$ cat src/rtl/dmem_port_arbiter.sv
// Two-requester round-robin arbiter for the single-port dmem, with read-owner tracking.
// Define DMEM_ARB_LOCK_EN to add m0_lock/m1_lock for atomic burst ownership.
module dmem_port_arbiter #(
  parameter int ADDR_W = 12,
  parameter int DATA_W = 32,
  parameter int RD_LAT = 1
) (
  input  logic              clock,
  input  logic              reset,
  input  logic              m0_req,
  input  logic              m0_wren,
  input  logic [ADDR_W-1:0] m0_addr,
  input  logic [DATA_W-1:0] m0_wdata,
`ifdef DMEM_ARB_LOCK_EN
  input  logic              m0_lock,
`endif
  output logic              m0_gnt,
  output logic              m0_rvalid,
  output logic [DATA_W-1:0] m0_rdata,
  input  logic              m1_req,
  input  logic              m1_wren,
  input  logic [ADDR_W-1:0] m1_addr,
  input  logic [DATA_W-1:0] m1_wdata,
`ifdef DMEM_ARB_LOCK_EN
  input  logic              m1_lock,
`endif
  output logic              m1_gnt,
  output logic              m1_rvalid,
  output logic [DATA_W-1:0] m1_rdata,
  output logic [ADDR_W-1:0] address_dmem,
  output logic [DATA_W-1:0] data,
  output logic              wren,
  input  logic [DATA_W-1:0] q_dmem
);

  logic              rr_ptr;
  logic              win;
  logic              any;
  logic              locked;
  logic [RD_LAT-1:0] tag_v;
  logic [RD_LAT-1:0] tag_o;
  logic              rv;
  logic              ro;

`ifdef DMEM_ARB_LOCK_EN
  logic held;
  logic owner;

  // Ownership persists only while the owner keeps both req and lock high
  always_comb begin
    locked = 1'b0;
    if (held) begin
      locked = owner ? (m1_req & m1_lock) : (m0_req & m0_lock);
    end
  end
`else
  assign locked = 1'b0;
`endif

  always_comb begin
    any = !reset && (m0_req || m1_req);
    win = 1'b0;
    if (locked) begin
`ifdef DMEM_ARB_LOCK_EN
      win = owner;
`endif
    end else if (m0_req && m1_req) begin
      win = rr_ptr;
    end else begin
      win = m1_req;
    end
  end

  assign m0_gnt = any && !win;
  assign m1_gnt = any && win;

  always_comb begin
    address_dmem = '0;
    data         = '0;
    wren         = 1'b0;
    if (m0_gnt) begin
      address_dmem = m0_addr;
      data         = m0_wdata;
      wren         = m0_wren;
    end else if (m1_gnt) begin
      address_dmem = m1_addr;
      data         = m1_wdata;
      wren         = m1_wren;
    end
  end

  always_ff @(posedge clock) begin
    if (reset) begin
      rr_ptr <= 1'b0;
    end else if (any && !locked) begin
      rr_ptr <= ~win;
    end
  end

`ifdef DMEM_ARB_LOCK_EN
  always_ff @(posedge clock) begin
    if (reset) begin
      held  <= 1'b0;
      owner <= 1'b0;
    end else if (any) begin
      owner <= win;
      held  <= win ? m1_lock : m0_lock;
    end else begin
      held <= 1'b0;
    end
  end
`endif

  // Owner tag travels alongside the syncram read latency
  always_ff @(posedge clock) begin
    if (reset) begin
      tag_v <= '0;
      tag_o <= '0;
    end else begin
      tag_v[0] <= any && !wren;
      tag_o[0] <= win;
      for (int i = 1; i < RD_LAT; i++) begin
        tag_v[i] <= tag_v[i-1];
        tag_o[i] <= tag_o[i-1];
      end
    end
  end

  assign rv = tag_v[RD_LAT-1] && !reset;
  assign ro = tag_o[RD_LAT-1];

  assign m0_rvalid = rv && !ro;
  assign m1_rvalid = rv && ro;
  assign m0_rdata  = m0_rvalid ? q_dmem : '0;
  assign m1_rdata  = m1_rvalid ? q_dmem : '0;

endmodule

$ cat config.mk
export PLATFORM = sky130hd
export DESIGN_NAME = dmem_port_arbiter
export DESIGN_NICKNAME = d
export VERILOG_FILES = /design/src/rtl/dmem_port_arbiter.sv
export SDC_FILE = /design/constraint.sdc
export NUM_CORES = 1
export LEC_CHECK = 0
export ABC_AREA = 1
export CORE_MARGIN = 8
export CORE_UTILIZATION = 17
export CTS_CLUSTER_SIZE = 8
export DETAILED_ROUTE_END_ITERATION = 12
export PLACE_DENSITY_LB_ADDON = 0.05
export SETUP_SLACK_MARGIN = 0.2
export SYNTH_ARGS = -nofsm -noshare
export SYNTH_HDL_FRONTEND = slang
export SYNTH_SLANG_ARGS = --single-unit
$ cat constraint.sdc
create_clock -name clock -period 1.1 [get_ports clock]
set_clock_uncertainty 0.15 [all_clocks]
set_input_delay 0.11 -clock clock [delete_from_list [all_inputs] [get_ports clock]]
set_output_delay 0.11 -clock clock [all_outputs]
set_load 0.05 [all_outputs]
==> impl_metrics.py <==
metrics = {
    "timing": {
        "relSlewSlack_pct": 81.35,
        "finalSetupTns_ns": -66.91,
        "timing.final.crit_share_pct": 170.0,
        "worst_slack_ns": -0.7705,
        "setup_viol": 115,
        "hold_viol_final": 0,
        "worst_pin_slew_ns": 0.2789,
        "min_period_ns": 1.870,
        "fmax_mhz": 534.6,
        "hold-worst-slack_ns": 0.2039,
        "rsz0062_at_grt": "yes",
        "slew_viol_final": 0,
    },
    "logic_synthesis": {
        "ys_warn_count": 0,
        "synth-seq-cells": 3,
        "synthCells": 267,
        "yosysUniqueCellTypes": 17,
        "syn-num-nets": 393,
        "yosysSeqAreaShare_pct": 5.096,
        "netlist_area_mm2": 0.001179,
        "syn_avg_cell_area_um2": 4.414,
    },
    "layout": {
        "area_growth_pct": 458.2,
        "nNetsFinal": 676,
        "final_cell_area_mm2": 0.006579,
        "diodes": 0,
        "fillers": 93,
        "drive_gt1_share_pct": 63.75,
    },
    "critical_path": {
        "critPathKind": "reg2out",
        "cp_max_fo": 9,
        "reg2reg_from": "rr_ptr",
        "cp.required_ns": 0.84,
        "end_kind": "output port",
        "cp-start-kind": "flip-flop",
        "r2r_cells": 10,
        "reg2reg_to": "tag_v",
        "critical_path_arrival_ns": 1.61,
        "r2r_slack_ns": -0.45,
    },
    "floorplanning": {
        "pin_count": 239,
        "dieArea_mm2": 0.009854,
        "rows": 30,
        "die_w_um": 99.27,
        "start_util_pct": 17.44,
        "coreArea_mm2": 0.006756,
        "die_h_um": 99.27,
    },
    "routing": {
        "avgViaCountPerCell": 4.884,
        "drtIter0Drc": 152,
        "wire_per_inst_um": 25.75,
        "detail-route-antenna-nets": 0,
        "routed_wl_um": 16200,
        "drc": 0,
        "dr.pass1.iters": 4,
        "dr_total_vias": 3072,
    },
    "global_route": {
        "antenna_found_initial": 0,
        "overflow": 0,
        "grt_pass1_vias": 3617,
        "grt_usage_pct": 28.16,
        "grt_pass1_wl_um": 21340,
        "grt_max_degree": 20,
    },
    "min_path": {
        "hp-class": "in2reg",
        "whs_endpoint": "rr_ptr",
        "hold_depth": 3,
        "worstHoldStart": "m1_req",
    },
    "placement": {
        "placed_cell_area_mm2": 0.005527,
        "place.gp.congestion": 0.7619,
        "port_buffers": 238,
        "hpwl_um": 8954,
    },
    "clock_tree": {
        "cts.clk_slew.worst_paths_ns": 0.04,
        "cts_sinks": 3,
        "cts_buffer_depth": 2,
        "cts-buffers-inserted": 3,
        "tritoncts": "yes",
        "htree_levels": 1,
        "root_buffer": "clkbuf_8",
        "clk_latency_ns": 0.22,
    },
    "pwr": {
        "p_leak_nw": 2.859,
        "p_seq_share_pct": 3.6,
        "comb_power_share_pct": 86.7,
        "swShare_pct": 48.20,
        "vdd_drop_max_mv": 0.4156,
        "internal_power_mw": 1.843,
        "pwr-share-clk_pct": 9.7,
        "p_per_area_mw_per_mm2": 540.8,
        "switchingPower_mw": 1.715,
    },
    "status": {
        "status": "complete, but fails checks",
        "violations": "setup timing",
    },
    "flow_run": {
        "drv_cap": 0,
    },
}
==> kinds of logic after synthesis <==
| logic type | after synthesis | share of synthesized area [%] |
|---|---|---|
| simple gates | 210 | 70.91 |
| compound gates | 2 | 0.8484 |
| flops | 3 | 5.096 |
| buf+inv | 52 | 23.14 |
==> layout make-up <==
type,count,area [um^2],area share (%)
Clock buffer,4,45.04,0.6847
Inverter,38,158.9,2.415
Multi-Input combinational cell,212,2105,31.99
Sequential cell,3,63.81,0.9700
Tap cell,80,100.1,1.521
Timing Repair Buffer,292,4106,62.42
==> per-layer routing <==
layer	global-route usage (%)	up-vias	routed length, um
met5	0	-	0
met4	15.83	0	973
met3	9.427	56	1307
met2	55.89	224	8957
met1	23.67	1469	4959
li1	-	1323	-
==> repair_timing <==
item	4_1_cts	5_1_grt
buffers inserted	19	4
setup endpoints to repair	116	116
hold buffers	0	0
hold endpoints to repair	0	0
cloned	9	0
gates resized for setup	115	35
pin swaps	11	5
==> critical path: stages, from the launching register on <==
cell	delay [ns]
dfxtp_2	0.33
inv_2	0.05
nand2_4	0.07
nand2_4	0.07
nor2_4	0.19
buf_4	0.16
buf_8	0.14
nand2_1	0.13
nand2_4	0.11
buf_12	0.13
==> Yosys cell counts <==
library cell,n,area (um^2)
buf_8,1,15.01
inv_1,36,135.1
nand2_1,125,469.2
inv_2,1,3.750
inv_4,1,6.260
nand2_2,12,75.07
nor2_1,67,251.5
buf_4,4,30.03
nor2_4,1,11.26
buf_6,6,67.56
nand3_1,2,10.01
buf_2,3,15.01
o21ai_0,1,5.000
nand4_1,1,6.260
a21oi_1,1,5.000
nor2_2,2,12.51
dfxtp_1,3,60.06
==> power groups by stage <==
stage | registers, mW | clock network, mW | logic [mW]
2_1_floorplan | 0.123 | 0 | 1.31
3_3_place_gp | 0.126 | 0 | 2.57
3_5_place_dp | 0.127 | 0 | 2.61
4_1_cts | 0.126 | 0.326 | 2.92
5_1_grt | 0.128 | 0.353 | 3.17
6_report | 0.127 | 0.345 | 3.09
==> per-stage QoR <==
| stage | utilization, % | std cells | power [mW] | setup slack, ns |
|---|---|---|---|---|
| after floorplan | - | 267 | 1.435 | -0.3994 |
| after global placement | 81.80 | 593 | 2.698 | -0.6769 |
| after detailed placement | 81.80 | 593 | 2.734 | -0.7124 |
| after CTS | 94.98 | 625 | 3.369 | -0.6614 |
| after global routing | 97.37 | 629 | 3.648 | -0.8175 |
| final | 97.37 | 629 | 3.558 | -0.7705 |
==> cell usage in the layout, fill, tap and decap left out <==
| master | count |
|---|---|
| nand2_2 | 22 |
| dfxtp_2 | 3 |
| nor2_4 | 67 |
| nor2_1 | 1 |
| inv_1 | 33 |
| buf_6 | 37 |
| clkbuf_8 | 3 |
| a21oi_2 | 1 |
| o21ai_0 | 1 |
| nand2_4 | 63 |
| inv_6 | 1 |
| inv_2 | 2 |
| clkinvlp_4 | 1 |
| nor2_2 | 2 |
| nand2_8 | 15 |
| clkdlybuf4s50_1 | 122 |
| inv_8 | 1 |
| buf_8 | 17 |
| buf_4 | 12 |
| buf_12 | 91 |
| buf_16 | 10 |
| nand3_2 | 1 |
| nand3_4 | 1 |
| nand4_1 | 1 |
| clkbuf_1 | 1 |
| nand2_1 | 37 |
| dlygate4sd2_1 | 3 |
==> sequential cells by signal, summed over array words and instances, names as in the netlist <==
name and count:
ro 1, rr_ptr 1, tag_v 1
==> how the worst max path moves through the flow <==
stage	start	endpoint	slack, ns	depth (start not counted)
after floorplan	tag_v	m0_rdata[10]	-0.40	5
after global placement	m0_req	address_dmem[6]	-0.68	9
after detailed placement	m0_req	address_dmem[6]	-0.71	9
after CTS	rr_ptr	data[28]	-0.66	9
after global routing	rr_ptr	data[23]	-0.82	9
final	rr_ptr	data[23]	-0.77	9
Power figures use the tool's default switching activity.
